### src/rtl/cpu_pkg.sv
// Shared definitions for the CPU front end.
//   fetch_state_e    : fetch FSM states (IDLE, REQ, DROP)
//   INST_BYTES       : instruction size in bytes (fetch PC stride)
//   DEFAULT_RESET_PC : default first fetch address
package cpu_pkg;

  typedef enum logic [1:0] {
    IDLE = 2'd0,  // no request outstanding
    REQ  = 2'd1,  // request outstanding, data will be kept
    DROP = 2'd2   // request outstanding, data will be discarded (redirected)
  } fetch_state_e;

  localparam int INST_BYTES = 4;

  localparam logic [31:0] DEFAULT_RESET_PC = 32'h0000_0000;

endpackage

### src/rtl/fetch_fifo.sv
// Small synchronous FIFO with a registered head word.
// Ports:
//   clk, rst    : clock, asynchronous active-high reset
//   push        : write push_data (ignored when full unless popping too)
//   push_data   : word to write
//   pop         : drop the head word (ignored when empty)
//   flush       : empty the FIFO; wins over push and pop
//   full, empty : occupancy flags
//   count       : number of stored words
//   head        : registered copy of the oldest word (RESET_HEAD after reset)
module fetch_fifo #(
  parameter int               WIDTH      = 64,
  parameter int               DEPTH      = 2,
  parameter logic [WIDTH-1:0] RESET_HEAD = '0
) (
  input  logic                   clk,
  input  logic                   rst,
  input  logic                   push,
  input  logic [WIDTH-1:0]       push_data,
  input  logic                   pop,
  input  logic                   flush,
  output logic                   full,
  output logic                   empty,
  output logic [$clog2(DEPTH):0] count,
  output logic [WIDTH-1:0]       head
);

  localparam int PW = $clog2(DEPTH);
  localparam int CW = PW + 1;

  logic [WIDTH-1:0] mem_reg [DEPTH];
  logic [PW-1:0]    rd_ptr_reg;
  logic [PW-1:0]    wr_ptr_reg;
  logic [PW-1:0]    rd_ptr_inc;
  logic [CW-1:0]    count_reg;
  logic [WIDTH-1:0] head_reg;
  logic [WIDTH-1:0] head_next;
  logic             do_push;
  logic             do_pop;

  assign full       = (count_reg == CW'(DEPTH));
  assign empty      = (count_reg == '0);
  assign do_pop     = pop & ~empty;
  // A full FIFO can still accept a word when the head leaves in the same cycle.
  assign do_push    = push & (~full | do_pop);
  assign rd_ptr_inc = rd_ptr_reg + 1'b1;

  // Storage array carries no reset; only pointers and head are initialised.
  always_ff @(posedge clk) begin
    if (do_push && !flush) begin
      mem_reg[wr_ptr_reg] <= push_data;
    end
  end

  // The head register tracks whichever word becomes oldest after this edge:
  // the next stored entry, or the incoming word when it is the only one left.
  always_comb begin
    head_next = head_reg;
    if (do_pop) begin
      if (count_reg > CW'(1)) begin
        head_next = mem_reg[rd_ptr_inc];
      end else if (do_push) begin
        head_next = push_data;
      end
    end else if (empty && do_push) begin
      head_next = push_data;
    end
  end

  always_ff @(posedge clk or posedge rst) begin
    if (rst) begin
      rd_ptr_reg <= '0;
      wr_ptr_reg <= '0;
      count_reg  <= '0;
      head_reg   <= RESET_HEAD;
    end else if (flush) begin
      rd_ptr_reg <= '0;
      wr_ptr_reg <= '0;
      count_reg  <= '0;
    end else begin
      if (do_push) begin
        wr_ptr_reg <= wr_ptr_reg + 1'b1;
      end
      if (do_pop) begin
        rd_ptr_reg <= rd_ptr_inc;
      end
      count_reg <= count_reg + CW'(do_push) - CW'(do_pop);
      head_reg  <= head_next;
    end
  end

  assign count = count_reg;
  assign head  = head_reg;

endmodule

### src/rtl/inst_fetch_unit.sv
// Instruction fetch front end: owns the fetch PC, issues one outstanding
// instruction-memory read at a time, buffers returned words in a prefetch
// FIFO and presents the oldest one to the controller.
// Ports:
//   clk, rst               : clock, asynchronous active-high reset
//   write_pc               : controller consume strobe (acts only with W_IR_valid)
//   pc_load, pc_load_val   : redirect pulse and target (low 2 bits ignored)
//   W_IR_valid             : head instruction available
//   ir_data, ir_pc         : head instruction and its address
//   imem_req, imem_addr    : memory read request, held stable until ack
//   imem_rdata, imem_ack   : read data and one-cycle completion
module inst_fetch_unit
  import cpu_pkg::*;
#(
  parameter int                ADDR_W   = 32,
  parameter int                DATA_W   = 32,
  parameter int                DEPTH    = 2,
  parameter logic [ADDR_W-1:0] RESET_PC = ADDR_W'(DEFAULT_RESET_PC)
) (
  input  logic              clk,
  input  logic              rst,
  input  logic              write_pc,
  input  logic              pc_load,
  input  logic [ADDR_W-1:0] pc_load_val,
  output logic              W_IR_valid,
  output logic [DATA_W-1:0] ir_data,
  output logic [ADDR_W-1:0] ir_pc,
  output logic              imem_req,
  output logic [ADDR_W-1:0] imem_addr,
  input  logic [DATA_W-1:0] imem_rdata,
  input  logic              imem_ack
);

  localparam int                CW         = $clog2(DEPTH) + 1;
  localparam logic [ADDR_W-1:0] ALIGN_MASK = ~ADDR_W'(INST_BYTES - 1);

  fetch_state_e               state_reg;
  fetch_state_e               state_next;
  logic [ADDR_W-1:0]          fetch_pc_reg;
  logic [ADDR_W-1:0]          fetch_pc_next;
  logic [ADDR_W-1:0]          drop_addr_reg;
  logic                       take;
  logic                       pop;
  logic                       push;
  logic                       fifo_full;
  logic                       fifo_empty;
  logic [CW-1:0]              fifo_count;
  logic [CW-1:0]              count_after_push;
  logic [DATA_W+ADDR_W-1:0]   head;

  // A redirect discards both the same-cycle consume and the same-cycle ack.
  assign take = write_pc & W_IR_valid;
  assign pop  = take & ~pc_load;
  assign push = (state_reg == REQ) & imem_ack & ~pc_load;

  // In REQ the outstanding request already owns a slot, so after its push
  // the occupancy is count + 1 - pop; stay in REQ only if a slot is still free.
  assign count_after_push = fifo_count + CW'(1) - CW'(pop);

  always_comb begin
    state_next    = state_reg;
    fetch_pc_next = fetch_pc_reg;
    unique case (state_reg)
      IDLE: begin
        if (pc_load || !fifo_full) begin
          state_next = REQ;
        end
      end
      REQ: begin
        if (pc_load) begin
          // If the ack lands with the redirect nothing is left in flight,
          // so the redirected fetch can be issued straight away.
          state_next = imem_ack ? REQ : DROP;
        end else if (imem_ack) begin
          fetch_pc_next = fetch_pc_reg + ADDR_W'(INST_BYTES);
          if (count_after_push == CW'(DEPTH)) begin
            state_next = IDLE;
          end
        end
      end
      DROP: begin
        if (imem_ack) begin
          state_next = REQ;
        end
      end
      default: state_next = IDLE;
    endcase
    if (pc_load) begin
      fetch_pc_next = pc_load_val & ALIGN_MASK;
    end
  end

  always_ff @(posedge clk or posedge rst) begin
    if (rst) begin
      state_reg     <= IDLE;
      fetch_pc_reg  <= RESET_PC;
      drop_addr_reg <= RESET_PC;
    end else begin
      state_reg    <= state_next;
      fetch_pc_reg <= fetch_pc_next;
      // fetch_pc moves to the redirect target, so remember the address of
      // the abandoned request to keep imem_addr stable until its ack.
      if (state_reg == REQ && state_next == DROP) begin
        drop_addr_reg <= fetch_pc_reg;
      end
    end
  end

  assign imem_req  = (state_reg != IDLE);
  assign imem_addr = (state_reg == DROP) ? drop_addr_reg : fetch_pc_reg;

  fetch_fifo #(
    .WIDTH      (DATA_W + ADDR_W),
    .DEPTH      (DEPTH),
    .RESET_HEAD ({{DATA_W{1'b0}}, RESET_PC})
  ) u_fifo (
    .clk       (clk),
    .rst       (rst),
    .push      (push),
    .push_data ({imem_rdata, imem_addr}),
    .pop       (pop),
    .flush     (pc_load),
    .full      (fifo_full),
    .empty     (fifo_empty),
    .count     (fifo_count),
    .head      (head)
  );

  assign W_IR_valid = ~fifo_empty;
  assign ir_data    = head[DATA_W+ADDR_W-1:ADDR_W];
  assign ir_pc      = head[ADDR_W-1:0];

endmodule

### config.mk
export PLATFORM = sky130hd
export DESIGN_NAME = inst_fetch_unit
export DESIGN_NICKNAME = d
export VERILOG_FILES = /design/src/rtl/cpu_pkg.sv /design/src/rtl/fetch_fifo.sv /design/src/rtl/inst_fetch_unit.sv
export SDC_FILE = /design/constraint.sdc
export NUM_CORES = 1
export LEC_CHECK = 0
export CAP_MARGIN = 20
export CORE_ASPECT_RATIO = 1.75
export CORE_MARGIN = 5
export CORE_UTILIZATION = 30
export CTS_CLUSTER_DIAMETER = 150
export CTS_CLUSTER_SIZE = 24
export DETAILED_ROUTE_END_ITERATION = 12
export DONT_BUFFER_PORTS = 1
export SYNTH_ARGS = -nofsm -noshare
export SYNTH_HDL_FRONTEND = slang
export SYNTH_SLANG_ARGS = --single-unit
### constraint.sdc
create_clock -name clk -period 20.3 [get_ports clk]
set_input_delay 3.045 -clock clk [delete_from_list [all_inputs] [get_ports clk]]
set_output_delay 3.045 -clock clk [all_outputs]
set_load 0.005 [all_outputs]
* After elaboration in Yosys (flattened, before gate mapping)
Memories as Yosys holds them, arrays and structs flattened.
Cells that the tools add are included.
** Cells by class
- Add/subtract/negate cells :: 7
- Magnitude comparators :: 1
- Equal/unequal tests :: 6
- Muxes and demuxes :: 22
- Bitwise operators :: 10
- Reduce and logical (&&, ||, !) cells :: 16
** Operator list (number)
- $mux 64 :: 4
- $mux 32 :: 4
- $add 32x3->32 const B :: 1
- $mux 2 :: 7
- $reduce_bool 2->1 :: 6
- $eq 2x2->1 const B :: 4
- $and 1x1->1 :: 6
- $mux 1 :: 6
- $pmux 2 s3 :: 1
- $logic_not 2->1 :: 2
- $sub 2x1->2 :: 2
- $logic_and 1x1->1 :: 3
- $ne 3x2->1 const B :: 1
- $not 1->1 :: 3
- $reduce_and 3->1 :: 1
- $add 1x1->1 const B :: 2
- $add 2x1->2 :: 1
- $add 2x1->2 const B :: 1
- $eq 2x1->1 const B :: 1
- $gt 2x1->1 const B :: 1
- $logic_not 1->1 :: 2
- $reduce_and 2->1 :: 1
- $logic_or 1x1->1 :: 1
- $or 1x1->1 :: 1
** Word-level totals
- Register bits :: 134
- Memory bits (writable) :: 128
- Bits of input ports :: 69
- Output and inout port bits :: 98
- Logic and storage cells :: 70
- Memories kept :: 1
** Memories
- u_fifo.mem_reg :: depth 2, bits a word 64, rd ports 1, clocked after Yosys merged registers in 0, write ports 1, line fetch_fifo.sv:31 : logic [WIDTH-1:0] mem_reg [DEPTH];

* Longest topological paths before layout
Gate-level depths: netlist of the first run.
- Word-level depth :: 12
- Gate-level depth with buffers :: 8
- Mapped depth without buffers :: 7

* Cells and area by module
From an unflattened synthesis of the first run, not the netlist that was laid out.
** Second synthesis, totals
- Cells, all modules :: 839
- Area, all modules :: 11564.8 µm²
** Modules (own cells, without submodules)
- fetch_fifo :: instances 1, cells each 519, area each 8245.4 µm², sequential area each 5545.3 µm²
- inst_fetch_unit :: instances 1, cells each 320, area each 3319.4 µm², sequential area each 1551.5 µm²

* Least setup slack after synthesis of the first run
Ideal clock, no wire load.
- Path type :: in2reg
- Start :: input pc_load
- End :: memory u_fifo.mem_reg[0][10] (enable)
- Library setup time :: 0.634 ns
- Data arrival time :: 9.203 ns
- Data required time :: 19.666 ns
- Path slack :: 10.462 ns
- Stages on the path :: 2
- Path buffers :: 1
- Cells stage by stage :: clkbuf_1 > nor4_1
** On the way
- Word-level cells in the longest chain between the ends :: 8
- Elaborated cells on any way between the ends :: 10
- Those cells by class :: mux: 2; bitwise: 6; reduce/logical: 2
** RTL lines
- start, declared :: line inst_fetch_unit.sv:23 : input logic pc_load,
- $not 1->1 (no line)
- $and 1x1->1 :: line inst_fetch_unit.sv:53 : assign pop = take & ~pc_load;
- $and 1x1->1 :: line fetch_fifo.sv:43 : assign do_pop = pop & ~empty;
- $or 1x1->1 :: line fetch_fifo.sv:45 : assign do_push = push & (~full | do_pop);
- $and 1x1->1 :: line fetch_fifo.sv:45
- $logic_and 1x1->1 * :: line fetch_fifo.sv:50 : if (do_push && !flush) begin
- $mux 1 * :: line fetch_fifo.sv:50
- $mux 1 (implied by the code) * :: line fetch_fifo.sv:51 : mem_reg[wr_ptr_reg] <= push_data;
- end, declared :: line fetch_fifo.sv:31
Every way passes the cells marked *; elsewhere a longest branch is shown, timed or not.

* Worst setup path after layout of the first run
- Start :: register state_reg[0]
- End :: output imem_addr[23]
** On the way
- Word-level cells in the longest chain between the ends :: 2
** RTL lines
- start, declared :: line inst_fetch_unit.sv:37 : fetch_state_e state_reg;
- start signal, assigned :: line inst_fetch_unit.sv:99 : state_reg <= state_next;
- $eq 2x2->1 :: line inst_fetch_unit.sv:110 : assign imem_addr = (state_reg == DROP) ? drop_addr_reg : fetch_pc_reg;
- $mux 32 :: line inst_fetch_unit.sv:110
- end, declared :: line inst_fetch_unit.sv:29 : output logic [ADDR_W-1:0] imem_addr,
No other way between the ends.

==> impl_metrics.prom, run 1 <==
# TYPE chip_impl_metric gauge
chip_impl_info{name="critical_path_class",value="reg2out"} 1
chip_impl_metric{name="max_clock_freq",unit="GHz"} 0.198
chip_impl_metric{name="globalRouteTotalUtil",unit="%"} 11.7
chip_impl_metric{name="detail-route-antenna-nets",unit=""} 0
chip_impl_metric{name="fillCellCount",unit=""} 3531
chip_impl_info{name="clock_tree.root_cell",value="sky130_fd_sc_hd__clkbuf_16"} 1
chip_impl_metric{name="timing.final.hold_violations",unit=""} 0
chip_impl_info{name="run_status",value="finished, final reports clean"} 1
chip_impl_metric{name="post_route_cells_drive_above_1_share",unit="%"} 11.7
chip_impl_metric{name="fin_crit",unit="ns"} 5.04
chip_impl_info{name="sink_of_the_worst_hold_path",value="drop_addr_reg[27]$_DFFE_PP0P_"} 1
chip_impl_info{name="synth_ff_type",value="sky130_fd_sc_hd__dfrtp_1"} 1
chip_impl_info{name="critPathCaptureType",value="primary output"} 1
chip_impl_metric{name="postSynthCellCount",unit=""} 863
chip_impl_metric{name="start_util",unit="%"} 30.4
chip_impl_metric{name="worst_slew_pin_slew",unit="ns"} 1.10
chip_impl_metric{name="starting_drt_drc_count",unit=""} 313
chip_impl_metric{name="cts.reportedPaths.clkPinSlew",unit="ns"} 0.10
chip_impl_info{name="critical_path.reg2reg.startpoint",value="state_reg[0]$_DFF_PP0_"} 1
chip_impl_metric{name="routed_via_density",unit=""} 4.67
chip_impl_metric{name="ys_async_sr_fraction",unit="%"} 50.8
chip_impl_metric{name="floorplan.die.height",unit="µm"} 260
chip_impl_metric{name="yosysWarningCount",unit=""} 0
chip_impl_info{name="min_path_type",value="reg2reg"} 1
chip_impl_metric{name="number_of_cell_rows",unit=""} 91
chip_impl_metric{name="numClockSinks",unit=""} 252
chip_impl_info{name="unrepaired_setup_endpoints_after_global_routing",value="no"} 1
chip_impl_metric{name="pin_count_of_the_biggest_net_entering_global_routing",unit=""} 92
chip_impl_metric{name="synthesis.area_per_instance",unit="µm²"} 12.4
chip_impl_metric{name="num_vias",unit=""} 6105
chip_impl_metric{name="power.leakage",unit="nW"} 4.12
chip_impl_metric{name="postLayoutCellArea",unit="µm²"} 11600
chip_impl_info{name="netlist.top_cell.by_area",value="sky130_fd_sc_hd__edfxtp_1"} 1
chip_impl_metric{name="finalSetupViolations",unit=""} 0
chip_impl_metric{name="worst-r2r-cell-count",unit=""} 4
chip_impl_metric{name="skew_final",unit="ns"} 0.0308
chip_impl_metric{name="dpl-instance-area",unit="µm²"} 11100
chip_impl_metric{name="worstSkewPairLatency",unit="ns"} 0.50
chip_impl_metric{name="post-synth-top-area-fraction",unit="%"} 34.7
chip_impl_info{name="worst_r2r_endpoint",value="u_fifo.head[63]$_DFFE_PP0P_"} 1
chip_impl_metric{name="cts_setup_buffers",unit=""} 0
chip_impl_metric{name="seq_area_frac_synth",unit="%"} 64.6
chip_impl_metric{name="floorplan.io_pins",unit=""} 167
chip_impl_metric{name="cts_hold_buf",unit=""} 0
chip_impl_metric{name="drtPass1Iterations",unit=""} 6
chip_impl_metric{name="seq_pwr_share",unit="%"} 59.8
chip_impl_metric{name="flow.area_growth_from_synthesis",unit="%"} 7.75
chip_impl_metric{name="fin_total_pwr",unit="mW"} 1.23
chip_impl_metric{name="post_drt_wl_per_cell",unit="µm"} 18.1
chip_impl_metric{name="max_reg_flops",unit=""} 124
chip_impl_metric{name="cts_inserted_buffers",unit=""} 14
chip_impl_info{name="ys_top_cells_by_area",value="sky130_fd_sc_hd__edfxtp_1 35%, sky130_fd_sc_hd__dfrtp_1 30%, sky130_fd_sc_hd__o21ai_0 6.7%"} 1
chip_impl_metric{name="p_sw",unit="µW"} 359
chip_impl_metric{name="fin_hold_ws",unit="ns"} 0.510
chip_impl_metric{name="grt_pass1_vias",unit=""} 6218
chip_impl_metric{name="syn_area",unit="µm²"} 10700
chip_impl_metric{name="maxSlewViolCount",unit=""} 0
chip_impl_metric{name="data_arrival_time_of_the_critical_path",unit="ns"} 2.00
chip_impl_metric{name="antennaDiodeCount",unit=""} 0
chip_impl_metric{name="grt_pass1_wl",unit="mm"} 36.9
chip_impl_metric{name="number_of_antenna_violations_at_the_first_check_in_global_routing",unit=""} 0
chip_impl_metric{name="h_tree_lvls",unit=""} 1
chip_impl_metric{name="power_per_cell_area",unit="nW/µm²"} 106
chip_impl_metric{name="coreArea",unit="µm²"} 35300
chip_impl_info{name="yosys.cell_count.top_type",value="sky130_fd_sc_hd__nand2_1"} 1
chip_impl_metric{name="cts_repair_resize_count",unit=""} 0
chip_impl_metric{name="worst_slew_margin_rel",unit="%"} 26.3
chip_impl_metric{name="max_cap_check_violation_count",unit=""} 0
chip_impl_metric{name="grt_overflow_total",unit=""} 0
chip_impl_info{name="hp-start",value="drop_addr_reg[27]$_DFFE_PP0P_"} 1
chip_impl_metric{name="synth.distinct_cells",unit=""} 40
chip_impl_metric{name="die_width",unit="µm"} 153
chip_impl_metric{name="dpl.cell_count",unit=""} 1283
chip_impl_metric{name="routabilityCongestion",unit=""} 0.740
chip_impl_metric{name="cts_buffer_depth",unit=""} 3
chip_impl_metric{name="route.detailed.drc",unit=""} 0
chip_impl_metric{name="port_buf_inserts",unit=""} 0
chip_impl_metric{name="r2r_slack",unit="ns"} 17.57
chip_impl_metric{name="die-area",unit="µm²"} 39800
chip_impl_metric{name="power.switching_fraction",unit="%"} 29.2
chip_impl_metric{name="postRouteWirelength",unit="mm"} 23.6
chip_impl_metric{name="ir_drop",unit="mV"} 0.0572
chip_impl_metric{name="synth_edf_count",unit=""} 124
chip_impl_metric{name="crit_path_max_fanout",unit=""} 31
chip_impl_metric{name="dp_hpwl",unit="mm"} 15.7
chip_impl_metric{name="pwr-share-clk",unit="%"} 24.7
chip_impl_metric{name="p_int",unit="µW"} 869
chip_impl_metric{name="power.combinational.fraction",unit="%"} 15.5
chip_impl_info{name="type_of_origin_of_the_critical_path",value="register"} 1
chip_impl_metric{name="cp_data_required_time",unit="ns"} 17.26
chip_impl_info{name="synth.cells.most_frequent",value="163 x sky130_fd_sc_hd__nand2_1, 144 x sky130_fd_sc_hd__o21ai_0, 128 x sky130_fd_sc_hd__dfrtp_1"} 1
chip_impl_metric{name="stdcell_count",unit=""} 1308
chip_impl_metric{name="layout_worst_path_cycle_share",unit="%"} 24.8
chip_impl_metric{name="ys_ff_latch",unit=""} 252
chip_impl_metric{name="final_nets",unit=""} 908
chip_impl_info{name="clock_tree_from_tritoncts",value="done"} 1
chip_impl_metric{name="final_sum_of_negative_setup_slack",unit="ns"} 0
chip_impl_metric{name="min_path_cells",unit=""} 1
power by group through the flow:
stage | combinational, mW | sequential, mW | clock, mW
CTS | 0.196 | 0.738 | 0.319
finish | 0.190 | 0.734 | 0.304
global route | 0.220 | 0.749 | 0.340
detailed placement | 0.196 | 0.750 | 0
global placement | 0.189 | 0.745 | 0
floorplan | 0.162 | 0.711 | 0
cells by family after synthesis:
group           share of synthesized area (%)
buf+inv                                  2.92
xor+xnor                                 2.70
mux                                      12.2
other cells                            0.0350
fa+ha+maj                               0.467
flops                                    64.6
compound gates                           7.69
simple gates                             9.41
layout make-up:
cell class / count / area (µm²) / area share [%]
repair buffers: 9 / 67.6 / 0.585
flip-flops and latches: 252 / 6930 / 60.0
inverters: 7 / 31.3 / 0.271
multi-input cells: 551 / 3520 / 30.5
well taps: 465 / 582 / 5.04
clock buffers: 23 / 405 / 3.51
clock inverters: 1 / 16.3 / 0.141
per-stage QoR:
| stage | utilization [%] | setup slack, ns |
|---|---|---|
| floorplan | - | 10.46 |
| global placement | 31.5 | 15.10 |
| detailed placement | 31.5 | 15.02 |
| CTS | 32.7 | 15.23 |
| global route | 32.7 | 15.16 |
| finish | 32.7 | 15.26 |
worst max path at each step:
| stage | from | slack, ns | cells after the start | endpoint |
|---|---|---|---|---|
| 3_5_place_dp | imem_ack | 15.02 | 4 | u_fifo.head[31]$_DFFE_PP0P_ |
| 4_1_cts | state_reg[0]$_DFF_PP0_ | 15.23 | 3 | imem_addr[22] |
| 2_1_floorplan | pc_load | 10.46 | 2 | u_fifo.mem_reg[0][10]$_DFFE_PP_ |
| 3_3_place_gp | imem_ack | 15.10 | 4 | u_fifo.head[36]$_DFFE_PP0P_ |
| 6_report | state_reg[0]$_DFF_PP0_ | 15.26 | 3 | imem_addr[23] |
| 5_1_grt | state_reg[0]$_DFF_PP0_ | 15.16 | 3 | imem_addr[20] |
critical path, stage by stage (launching register included):
cell and delay (ns):
sky130_fd_sc_hd__dfrtp_1 0.48, sky130_fd_sc_hd__nor2b_2 0.13, sky130_fd_sc_hd__buf_4 0.39, sky130_fd_sc_hd__mux2_2 0.47
metal layers:
metal  global-route usage, %  share of wire [%]  vias to the layer above
met5                       0                  0                        -
met4                    4.66                3.6                        0
met3                    2.70                5.9                       33
met2                    21.1                 51                      128
met1                    13.3                 39                     2969
li1                        -                  -                     2975
layout by cell type, fill, tap and decap left out, drive strengths merged, types with 2 or more instances in the layout:
master and n:
mux2i 63, and3 5, inv 7, clkbuf 23
nand4 14, and2 5, nand3 9, buf 9
xnor2 5, nor3 3, xor2 28, and4 4
nor2b 4, mux2 60, edfxtp 124, ha 4
a21oi 3, o21ai 154, dfrtp 128, nand2 163
nand3b 2, nor2 11, conb 4
Note: power is estimated with default switching activity, not from simulation.
==> run 2, diff against run 1 <==
==> constraint.sdc (replaced) <==
create_clock -name clk -period 5.2 [get_ports clk]
set_input_delay 0.78 -clock clk [delete_from_list [all_inputs] [get_ports clk]]
set_output_delay 0.78 -clock clk [all_outputs]
set_load 0.005 [all_outputs]
==> run 2 against run 1 <==
Compared with the run above:
- core utilization hardly changed
- clock-buffer cell count unchanged
- combinational power increased to 3.8 times the previous value
- clock skew shrank 0.0076 ns
- global-route usage shrank 0.13 points
- highest routed layer unchanged
- register-to-register slack worse by 15 ns
- power grew to 3.9 times the previous value
- setup slack worse by 13 ns
- clock power grew to 3.9 times the previous value
==> impl_metrics.prom, run 2 (same netlist as run 1, synthesis figures left out) <==
# TYPE chip_impl_metric gauge
chip_impl_metric{name="cts_setup_buffers",unit=""} 0
chip_impl_metric{name="final_sum_of_negative_setup_slack",unit="ns"} 0
chip_impl_info{name="run_status",value="finished, final reports clean"} 1
chip_impl_metric{name="globalRouteTotalUtil",unit="%"} 11.6
chip_impl_metric{name="crit_path_max_fanout",unit=""} 31
chip_impl_metric{name="power_per_cell_area",unit="nW/µm²"} 415
chip_impl_info{name="critical_path_class",value="reg2out"} 1
chip_impl_metric{name="cts_buffer_depth",unit=""} 3
chip_impl_metric{name="fin_crit",unit="ns"} 2.78
chip_impl_info{name="critPathCaptureType",value="primary output"} 1
chip_impl_metric{name="max_cap_check_violation_count",unit=""} 0
chip_impl_metric{name="die-area",unit="µm²"} 39800
chip_impl_info{name="min_path_type",value="in2async"} 1
chip_impl_metric{name="routabilityCongestion",unit=""} 0.738
chip_impl_metric{name="cp_data_required_time",unit="ns"} 4.42
chip_impl_metric{name="grt_overflow_total",unit=""} 0
chip_impl_metric{name="worst-r2r-cell-count",unit=""} 5
chip_impl_info{name="clock_tree_from_tritoncts",value="done"} 1
chip_impl_info{name="timing.critical_path.from",value="state_reg[0]$_DFF_PP0_"} 1
chip_impl_metric{name="fillCellCount",unit=""} 3551
chip_impl_metric{name="number_of_cell_rows",unit=""} 91
chip_impl_metric{name="coreArea",unit="µm²"} 35300
chip_impl_info{name="worst_r2r_endpoint",value="u_fifo.head[37]$_DFFE_PP0P_"} 1
chip_impl_metric{name="num_vias",unit=""} 6104
chip_impl_metric{name="post_route_cells_drive_above_1_share",unit="%"} 11.8
chip_impl_metric{name="ir_drop",unit="mV"} 0.203
chip_impl_metric{name="worst_slew_pin_slew",unit="ns"} 1.09
chip_impl_metric{name="die_width",unit="µm"} 153
chip_impl_metric{name="antennaDiodeCount",unit=""} 0
chip_impl_metric{name="floorplan.die.height",unit="µm"} 260
chip_impl_info{name="clock_tree.root_cell",value="sky130_fd_sc_hd__clkbuf_16"} 1
chip_impl_metric{name="pin_count_of_the_biggest_net_entering_global_routing",unit=""} 87
chip_impl_metric{name="data_arrival_time_of_the_critical_path",unit="ns"} 2.00
chip_impl_info{name="unrepaired_setup_endpoints_after_global_routing",value="no"} 1
chip_impl_metric{name="floorplan.io_pins",unit=""} 167
chip_impl_metric{name="flow.area_growth_from_synthesis",unit="%"} 7.91
chip_impl_metric{name="grt_pass1_wl",unit="mm"} 36.5
chip_impl_info{name="critical_path.reg2reg.startpoint",value="state_reg[0]$_DFF_PP0_"} 1
chip_impl_metric{name="cts_hold_buf",unit=""} 0
chip_impl_metric{name="drtPass1Iterations",unit=""} 4
chip_impl_metric{name="starting_drt_drc_count",unit=""} 265
chip_impl_metric{name="h_tree_lvls",unit=""} 1
chip_impl_metric{name="max_clock_freq",unit="GHz"} 0.360
chip_impl_metric{name="number_of_antenna_violations_at_the_first_check_in_global_routing",unit=""} 0
chip_impl_metric{name="port_buf_inserts",unit=""} 0
chip_impl_metric{name="routed_via_density",unit=""} 4.66
chip_impl_metric{name="fin_hold_ws",unit="ns"} 0.0794
chip_impl_metric{name="finalSetupViolations",unit=""} 0
chip_impl_metric{name="layout_worst_path_cycle_share",unit="%"} 53.4
chip_impl_info{name="most-common-layout-cells",value="163 x sky130_fd_sc_hd__nand2_1, 144 x sky130_fd_sc_hd__o21ai_0, 127 x sky130_fd_sc_hd__dfrtp_1, 124 x sky130_fd_sc_hd__edfxtp_1, 63 x sky130_fd_sc_hd__mux2i_1"} 1
chip_impl_metric{name="cts.reportedPaths.clkPinSlew",unit="ns"} 0.11
chip_impl_metric{name="route.detailed.drc",unit=""} 0
chip_impl_metric{name="detail-route-antenna-nets",unit=""} 0
chip_impl_metric{name="final_nets",unit=""} 909
chip_impl_metric{name="critical-path-max-stage-delay",unit="ns"} 0.48
chip_impl_metric{name="timing.final.hold_violations",unit=""} 0
chip_impl_info{name="worstPathCellList",value="nor2b_2 -> buf_4 -> mux2_2"} 1
chip_impl_info{name="type_of_origin_of_the_critical_path",value="register"} 1
chip_impl_metric{name="postRouteWirelength",unit="mm"} 23.9
chip_impl_metric{name="skew_final",unit="ns"} 0.0232
chip_impl_info{name="critPathCapture",value="imem_addr[21]"} 1
chip_impl_metric{name="cts_repair_resize_count",unit=""} 0
chip_impl_metric{name="maxSlewViolCount",unit=""} 0
chip_impl_metric{name="grt_pass1_vias",unit=""} 6155
chip_impl_info{name="worst_path_max_delay_cell",value="sky130_fd_sc_hd__mux2_2"} 1
chip_impl_metric{name="r2r_slack",unit="ns"} 2.75
chip_impl_metric{name="dp_hpwl",unit="mm"} 16.3
chip_impl_metric{name="cts_inserted_buffers",unit=""} 14
chip_impl_metric{name="worstSkewPairLatency",unit="ns"} 0.50
chip_impl_metric{name="start_util",unit="%"} 30.4
chip_impl_metric{name="post_drt_wl_per_cell",unit="µm"} 18.2
chip_impl_metric{name="power.leakage",unit="nW"} 4.12
chip_impl_metric{name="max_reg_flops",unit=""} 124
chip_impl_metric{name="numClockSinks",unit=""} 252
chip_impl_info{name="most_common_library_cell_in_the_layout_ignoring_fill_and_taps",value="sky130_fd_sc_hd__nand2_1"} 1
chip_impl_metric{name="worst_slew_margin_rel",unit="%"} 27.1
[run 2: per-layer routing]
layer  routed length (µm)  GRT usage [%]  part of all wire, %  up-vias
met5                    0              0                    0        -
met4                  614           3.99                  2.6        0
met3                 1250           2.51                  5.2       27
met2                12700           21.5                   53      118
met1                 9350           13.0                   39     2975
li1                     -              -                    -     2984
[run 2: worst min-delay path by stage]
stage,to,slack [ns]
after global routing,fetch_pc_reg[24]$_DFFE_PP0P_,0.07
after detailed placement,drop_addr_reg[9]$_DFFE_PP0P_,0.49
after floorplan,u_fifo.head[10]$_DFFE_PP0P_,0.47
final,fetch_pc_reg[24]$_DFFE_PP0P_,0.08
after CTS,fetch_pc_reg[24]$_DFFE_PP0P_,0.05
after global placement,drop_addr_reg[6]$_DFFE_PP0P_,0.48
[run 2: area by class of cell]
type | count | area, µm² | area share [%]
clock buffers | 23 | 405 | 3.50
clock inverters | 1 | 16.3 | 0.141
inverters | 7 | 31.3 | 0.270
multi-input cells | 551 | 3530 | 30.5
flip-flops and latches | 252 | 6930 | 59.9
well taps | 465 | 582 | 5.03
repair buffers | 10 | 75.1 | 0.649
[run 2: report_power, final]
group	leakage [nW]	total (mW)	internal (mW)	switching, mW
registers	2.71	2.89	2.52	0.362
clock network	0.201	1.19	0.548	0.644
logic	1.21	0.724	0.321	0.403
total	4.12	4.80	3.39	1.41
[run 2: through the flow]
| step | instance area [µm²] | utilization (%) | cells | worst slack [ns] | total power, mW |
|---|---|---|---|---|---|
| 6_report | 11600 | 32.8 | 1309 | 2.42 | 4.80 |
| 5_1_grt | 11600 | 32.8 | 1309 | 2.31 | 5.10 |
| 4_1_cts | 11600 | 32.8 | 1308 | 2.38 | 4.90 |
| 3_5_place_dp | 11100 | 31.6 | 1284 | 2.48 | 3.69 |
| 3_3_place_gp | 11100 | 31.6 | 1284 | 2.51 | 3.64 |
| 2_1_floorplan | 10700 | - | 866 | 0.221 | 3.41 |
[run 2: critical path: cells and delay by family, from the launching register on]
kind                   cells  cell delay, ns
buffers and inverters      1            0.39
and+or+nand+nor            1            0.13
DFF                        1            0.47
muxes                      1            0.48
==> run 3, diff against run 2 <==
==> constraint.sdc (replaced) <==
create_clock -name clk -period 2.27 [get_ports clk]
set_input_delay 0.3405 -clock clk [delete_from_list [all_inputs] [get_ports clk]]
set_output_delay 0.3405 -clock clk [all_outputs]
set_load 0.005 [all_outputs]
==> run 3 against run 2 <==
Compared with the run above:
- die area did not move
- setup slack got worse by 2.3 ns
- clock-buffer cell count did not move
- register-to-register slack got worse by 2.4 ns
- routed wire length rose by 2.8%
- clock power rose by 130%
- clock skew fell by 0.0065 ns
- global-route usage rose by 0.45 points
- power rose by 130%
- final cell count rose by 5.9%
- sequential share of layout area fell by 4.4 points
- critical endpoint is now imem_addr[20]
- highest routed layer unchanged
==> impl_metrics.prom, run 3 (same netlist as run 1, synthesis figures left out) <==
# TYPE chip_impl_metric gauge
chip_impl_metric{name="post_route_cells_drive_above_1_share",unit="%"} 12.4
chip_impl_metric{name="power.leakage",unit="nW"} 4.51
chip_impl_metric{name="detail-route-antenna-nets",unit=""} 0
chip_impl_metric{name="power.switching_fraction",unit="%"} 29.3
chip_impl_metric{name="crit_path_max_fanout",unit=""} 31
chip_impl_metric{name="data_arrival_time_of_the_critical_path",unit="ns"} 1.84
chip_impl_metric{name="cts_buffer_depth",unit=""} 3
chip_impl_metric{name="dpl-instance-area",unit="µm²"} 11400
chip_impl_metric{name="final_sum_of_negative_setup_slack",unit="ns"} 0
chip_impl_metric{name="numClockSinks",unit=""} 252
chip_impl_info{name="clock_tree.root_cell",value="sky130_fd_sc_hd__clkbuf_16"} 1
chip_impl_info{name="critical_path_class",value="reg2out"} 1
chip_impl_metric{name="start_util",unit="%"} 30.4
chip_impl_metric{name="number_of_antenna_violations_at_the_first_check_in_global_routing",unit=""} 0
chip_impl_metric{name="max_clock_freq",unit="GHz"} 0.458
chip_impl_metric{name="post_drt_wl_per_cell",unit="µm"} 17.7
chip_impl_metric{name="coreArea",unit="µm²"} 35300
chip_impl_metric{name="max_reg_flops",unit=""} 124
chip_impl_metric{name="final_nets",unit=""} 986
chip_impl_metric{name="power.combinational.fraction",unit="%"} 17.3
chip_impl_metric{name="floorplan.io_pins",unit=""} 167
chip_impl_metric{name="route.detailed.drc",unit=""} 0
chip_impl_metric{name="floorplan.die.height",unit="µm"} 260
chip_impl_metric{name="worst_slew_pin_slew",unit="ns"} 0.577
chip_impl_metric{name="layout_worst_path_cycle_share",unit="%"} 96.2
chip_impl_info{name="clock_tree_from_tritoncts",value="done"} 1
chip_impl_metric{name="cts.reportedPaths.clkPinSlew",unit="ns"} 0.10
chip_impl_info{name="run_status",value="finished, final reports clean"} 1
chip_impl_metric{name="finalSetupViolations",unit=""} 0
chip_impl_metric{name="number_of_cell_rows",unit=""} 91
chip_impl_metric{name="grt_pass1_wl",unit="mm"} 37.9
chip_impl_metric{name="routed_via_density",unit=""} 4.57
chip_impl_metric{name="timing.final.hold_violations",unit=""} 0
chip_impl_metric{name="seq_pwr_share",unit="%"} 58.4
chip_impl_metric{name="flow.area_growth_from_synthesis",unit="%"} 16.5
chip_impl_info{name="critPathCaptureType",value="primary output"} 1
chip_impl_metric{name="drtPass1Iterations",unit=""} 6
chip_impl_metric{name="worst_slew_margin_rel",unit="%"} 61.6
chip_impl_metric{name="num_vias",unit=""} 6340
chip_impl_metric{name="p_sw",unit="mW"} 3.28
chip_impl_metric{name="dp_hpwl",unit="mm"} 16.5
chip_impl_metric{name="power_per_cell_area",unit="nW/µm²"} 897
chip_impl_info{name="unrepaired_setup_endpoints_after_global_routing",value="no"} 1
chip_impl_metric{name="cp_data_required_time",unit="ns"} 1.93
chip_impl_metric{name="cts_inserted_buffers",unit=""} 14
chip_impl_metric{name="routabilityCongestion",unit=""} 0.759
chip_impl_info{name="min_path_type",value="in2reg"} 1
chip_impl_info{name="most_common_library_cell_in_the_layout_ignoring_fill_and_taps",value="sky130_fd_sc_hd__nand2_1"} 1
chip_impl_info{name="type_of_origin_of_the_critical_path",value="register"} 1
chip_impl_metric{name="p_int",unit="mW"} 7.92
chip_impl_metric{name="pwr-share-clk",unit="%"} 24.3
chip_impl_metric{name="cts_setup_buffers",unit=""} 0
chip_impl_metric{name="grt_pass1_vias",unit=""} 6390
chip_impl_metric{name="maxSlewViolCount",unit=""} 0
chip_impl_metric{name="skew_final",unit="ns"} 0.0167
chip_impl_metric{name="postRouteWirelength",unit="mm"} 24.5
chip_impl_metric{name="h_tree_lvls",unit=""} 1
chip_impl_metric{name="max_cap_check_violation_count",unit=""} 0
chip_impl_metric{name="postLayoutCellArea",unit="µm²"} 12500
chip_impl_metric{name="worstSkewPairLatency",unit="ns"} 0.50
chip_impl_metric{name="die-area",unit="µm²"} 39800
chip_impl_metric{name="antennaDiodeCount",unit=""} 0
chip_impl_metric{name="starting_drt_drc_count",unit=""} 260
chip_impl_metric{name="pin_count_of_the_biggest_net_entering_global_routing",unit=""} 63
chip_impl_metric{name="port_buf_inserts",unit=""} 0
chip_impl_metric{name="die_width",unit="µm"} 153
chip_impl_info{name="most-common-layout-cells",value="163 x sky130_fd_sc_hd__nand2_1, 144 x sky130_fd_sc_hd__o21ai_0, 126 x sky130_fd_sc_hd__dfrtp_1, 124 x sky130_fd_sc_hd__edfxtp_1, 64 x sky130_fd_sc_hd__dlygate4sd3_1"} 1
chip_impl_metric{name="ir_drop",unit="mV"} 0.434
chip_impl_metric{name="globalRouteTotalUtil",unit="%"} 12.0
chip_impl_metric{name="fin_crit",unit="ns"} 2.18
chip_impl_metric{name="grt_overflow_total",unit=""} 0
## run 3: final timing paths
kind                                               startpoint                             to  slack, ns  depth (start not counted)
worst max-delay path                   state_reg[0]$_DFF_PP0_                  imem_addr[20]       0.09                          3
worst min-delay path                                  pc_load    fetch_pc_reg[4]$_DFFE_PP0P_       0.03                          2
worst max register to register    fetch_pc_reg[9]$_DFFE_PP0P_   fetch_pc_reg[25]$_DFFE_PP0P_       0.35                          6
worst min register to register  drop_addr_reg[10]$_DFFE_PP0P_  drop_addr_reg[10]$_DFFE_PP0P_       0.51                          1
max in group asynchronous                                 rst  u_fifo.rd_ptr_reg$_DFFE_PP0P_       1.30                          3
min in group asynchronous                                 rst    u_fifo.head[27]$_DFFE_PP0P_       0.30                          2
## run 3: power by group through the flow
| stage | sequential (mW) | clock [mW] | combinational [mW] |
|---|---|---|---|
| 6_report | 6.55 | 2.72 | 1.94 |
| 5_1_grt | 6.69 | 3.03 | 2.20 |
| 4_1_cts | 6.59 | 2.87 | 1.99 |
| 3_5_place_dp | 6.70 | 0 | 1.86 |
| 3_3_place_gp | 6.65 | 0 | 1.81 |
| 2_1_floorplan | 6.35 | 0 | 1.46 |
## run 3: area by class of cell
type                    instances  area [µm²]
clock buffers                  23         405
clock inverters                 1        16.3
fillers                      3470       22800
inverters                       7        30.0
multi-input cells             551        3530
flip-flops and latches        252        6930
well taps                     465         582
repair buffers                 87         996
## run 3: critical path, stage by stage (launching register included)
cell,delay [ns]
sky130_fd_sc_hd__dfrtp_1,0.47
sky130_fd_sc_hd__nor2b_2,0.18
sky130_fd_sc_hd__buf_12,0.23
sky130_fd_sc_hd__mux2_2,0.45
## run 3: timing repair
item                       CTS  global route
hold buffers                65             0
gates resized for setup      0             1
setup endpoints to repair    0            18
hold endpoints to repair   110             0
## run 3: routing by layer
metal | part of all wire (%) | up-vias | track usage, %
met5 | 0 | - | 0
met4 | 3.3 | 0 | 4.68
met3 | 6.3 | 38 | 3.06
met2 | 53 | 139 | 22.0
met1 | 38 | 3028 | 13.3
li1 | - | 3135 | -
## run 3: per-stage QoR
step	utilization [%]	hold slack, ns	total power [mW]	worst slack [ns]	instances
2_1_floorplan	-	0.404	7.80	-0.881	866
3_3_place_gp	32.3	0.200	8.46	0.361	1297
3_5_place_dp	32.3	0.203	8.56	0.341	1297
4_1_cts	35.4	0.00325	11.5	0.00197	1386
5_1_grt	35.4	0.0394	11.9	0.00360	1386
6_report	35.4	0.0335	11.2	0.0859	1386
==> edit, RTL diff (config.mk and constraints of run 3) <==
`DEPTH` is set to 2 in 2 places; all go to 4.
--- a/src/rtl/fetch_fifo.sv
+++ b/src/rtl/fetch_fifo.sv
@@ -12,3 +12,3 @@
   parameter int               WIDTH      = 64,
-  parameter int               DEPTH      = 2,
+  parameter int               DEPTH      = 4,
   parameter logic [WIDTH-1:0] RESET_HEAD = '0
--- a/src/rtl/inst_fetch_unit.sv
+++ b/src/rtl/inst_fetch_unit.sv
@@ -16,3 +16,3 @@
   parameter int                DATA_W   = 32,
-  parameter int                DEPTH    = 2,
+  parameter int                DEPTH    = 4,
   parameter logic [ADDR_W-1:0] RESET_PC = ADDR_W'(DEFAULT_RESET_PC)
Formal check against the unedited RTL: not equivalent (Yosys sat finds a counterexample within 4 cycles, from zero or initial values and one cycle with rst high).
==> edit against run 3 <==
Sequential cell count is 127 higher. Design area is 49% higher. Synthesized cell count is 4.3% higher. Routed wire length is 57% higher. Sequential share of layout area is 2.2 points higher. Setup slack worse by 0.065 ns. First-iteration DRC count is 55% higher. Register-to-register slack worse by 0.24 ns. Combinational power is 80% higher. Area after synthesis is 48% higher. Power is 48% higher. Critical path type unchanged.
==> edit: results <==
export IMPL_synthAdderAreaFrac=0.00918
export IMPL_num_vias=8394
export IMPL_largest_reg_flops=248
export IMPL_leakagePower_nw=6.36
export IMPL_dpl_worst_slack_ns=0.0523
export IMPL_drtIter0Drc=404
export IMPL_drive_gt1_frac=0.283
export IMPL_grt_max_degree=46
export IMPL_wl_per_cell_um=22.6
export IMPL_fillers=4929
export IMPL_arrival_ns=1.91
export IMPL_grt_pass1_wl_mm=58.8
export IMPL_cts_buffers=19
export IMPL_async_flop_share=0.346
export IMPL_crit_slowest_cell="dfrtp_2"
export IMPL_dpl_cell_area_um2=17400
export IMPL_fin_skew_ns=0.0126
export IMPL_holdWs_ns=0.0620
export IMPL_grt_total_usage=0.133
export IMPL_r2r_cells=7
export IMPL_crit_fanout=20
export IMPL_grt_pass1_vias=9004
export IMPL_hpwl_mm=25.5
export IMPL_synth_common_cells="edfxtp_1 (248), dfrtp_1 (131), mux2_2 (93)"
export IMPL_r2r_start="u_fifo.count[2]"
export IMPL_power_w=0.0166
export IMPL_r2r_slack_ns=0.11
export IMPL_synth_top_cells_by_area="edfxtp_1 (47%), dfrtp_1 (21%), mux4_2 (8.8%)"
export IMPL_drt_pass1_iterations=5
export IMPL_nNetsFinal=1099
export IMPL_outcome="complete, no violations"
export IMPL_ir_drop_mv=0.458
export IMPL_internal_power_w=0.0120
export IMPL_synth_edf_count=248
export IMPL_slew_headroom=0.546
export IMPL_synth_cell_type_count=47
-- edit: cell types whose count changed in the layout (fill, tap and decap cells not counted), moves of 13 or more --
cell      before  now
buf_4          9   62
mux2_1         0   79
mux4_2         0   62
or4_1          0   13
mux2i_1       63    2
edfxtp_1     124  248
a31oi_1        1   15
o21ai_0      144    1
nand2_1      163   27
xor2_1        28    6
o31ai_1        0   13
mux2_2        60  103
nor2_1        10   25
-- edit: worst max path at each step --
stage,endpoint,cells after the start,from,slack (ns)
floorplan,u_fifo.mem_reg[0][10],4,u_fifo.count[2],-0.20
global placement,fetch_pc_reg[29],4,fetch_pc_reg[11],0.11
detailed placement,fetch_pc_reg[26],4,fetch_pc_reg[11],0.05
CTS,imem_addr[21],4,state_reg[0],-0.02
global route,imem_addr[18],4,state_reg[0],-0.05
finish,imem_addr[18],4,state_reg[0],0.02
-- edit: worst reg2reg max path: stages (launching register included) --
cell     delay (ns)
dfrtp_1        0.49
inv_1          0.07
ha_1           0.23
nor3_4         0.24
buf_12         0.19
buf_12         0.21
mux2_2         0.37
mux2_2         0.26
-- edit: cells by family after synthesis --
logic type / Yosys count
DFF: 379
AOI/OAI and AO/OA: 53
buffers and inverters: 69
and+or+nand+nor: 124
muxes: 249
xor gates and xnor gates: 14
other: 1
adders and majority gates: 11
-- edit: layer usage --
layer | share of wire | GRT usage
met1 | 0.40 | 0.164
met2 | 0.53 | 0.240
met3 | 0.054 | 0.0248
met4 | 0.017 | 0.0307
met5 | 0 | 0
-- edit: cell type report --
class / count / area [um2] / share of cell area
Tap cell: 678 / 848 / 0.0456
Clock buffer: 32 / 524 / 0.0282
Clock inverter: 1 / 6.26 / 0.000336
Multi-Input combinational cell: 455 / 4860 / 0.261
Sequential cell: 379 / 10700 / 0.577
Timing Repair Buffer: 151 / 1600 / 0.0858
Inverter: 13 / 52.6 / 0.00282
-- edit: what timing repair did --
action,4_1_cts,5_1_grt
setup buffers,1,0
endpoints found under the setup margin,24,36
gates resized for setup,15,6
hold endpoints to repair,185,0
hold buffers,65,0
-- edit: through the flow --
stage | util | instances
finish | 0.356 | 1709
global route | 0.356 | 1709
floorplan | - | 903
detailed placement | 0.332 | 1610
CTS | 0.355 | 1709
global placement | 0.332 | 1610
-- edit: power groups by stage --
| stage | Clock [W] | Combinational, W | Sequential [W] |
|---|---|---|---|
| after floorplan | 0 | 0.00237 | 0.00914 |
| after global placement | 0 | 0.00337 | 0.00950 |
| after detailed placement | 0 | 0.00344 | 0.00955 |
| after CTS | 0.00390 | 0.00361 | 0.00938 |
| after global routing | 0.00415 | 0.00387 | 0.00947 |
| final | 0.00372 | 0.00350 | 0.00933 |
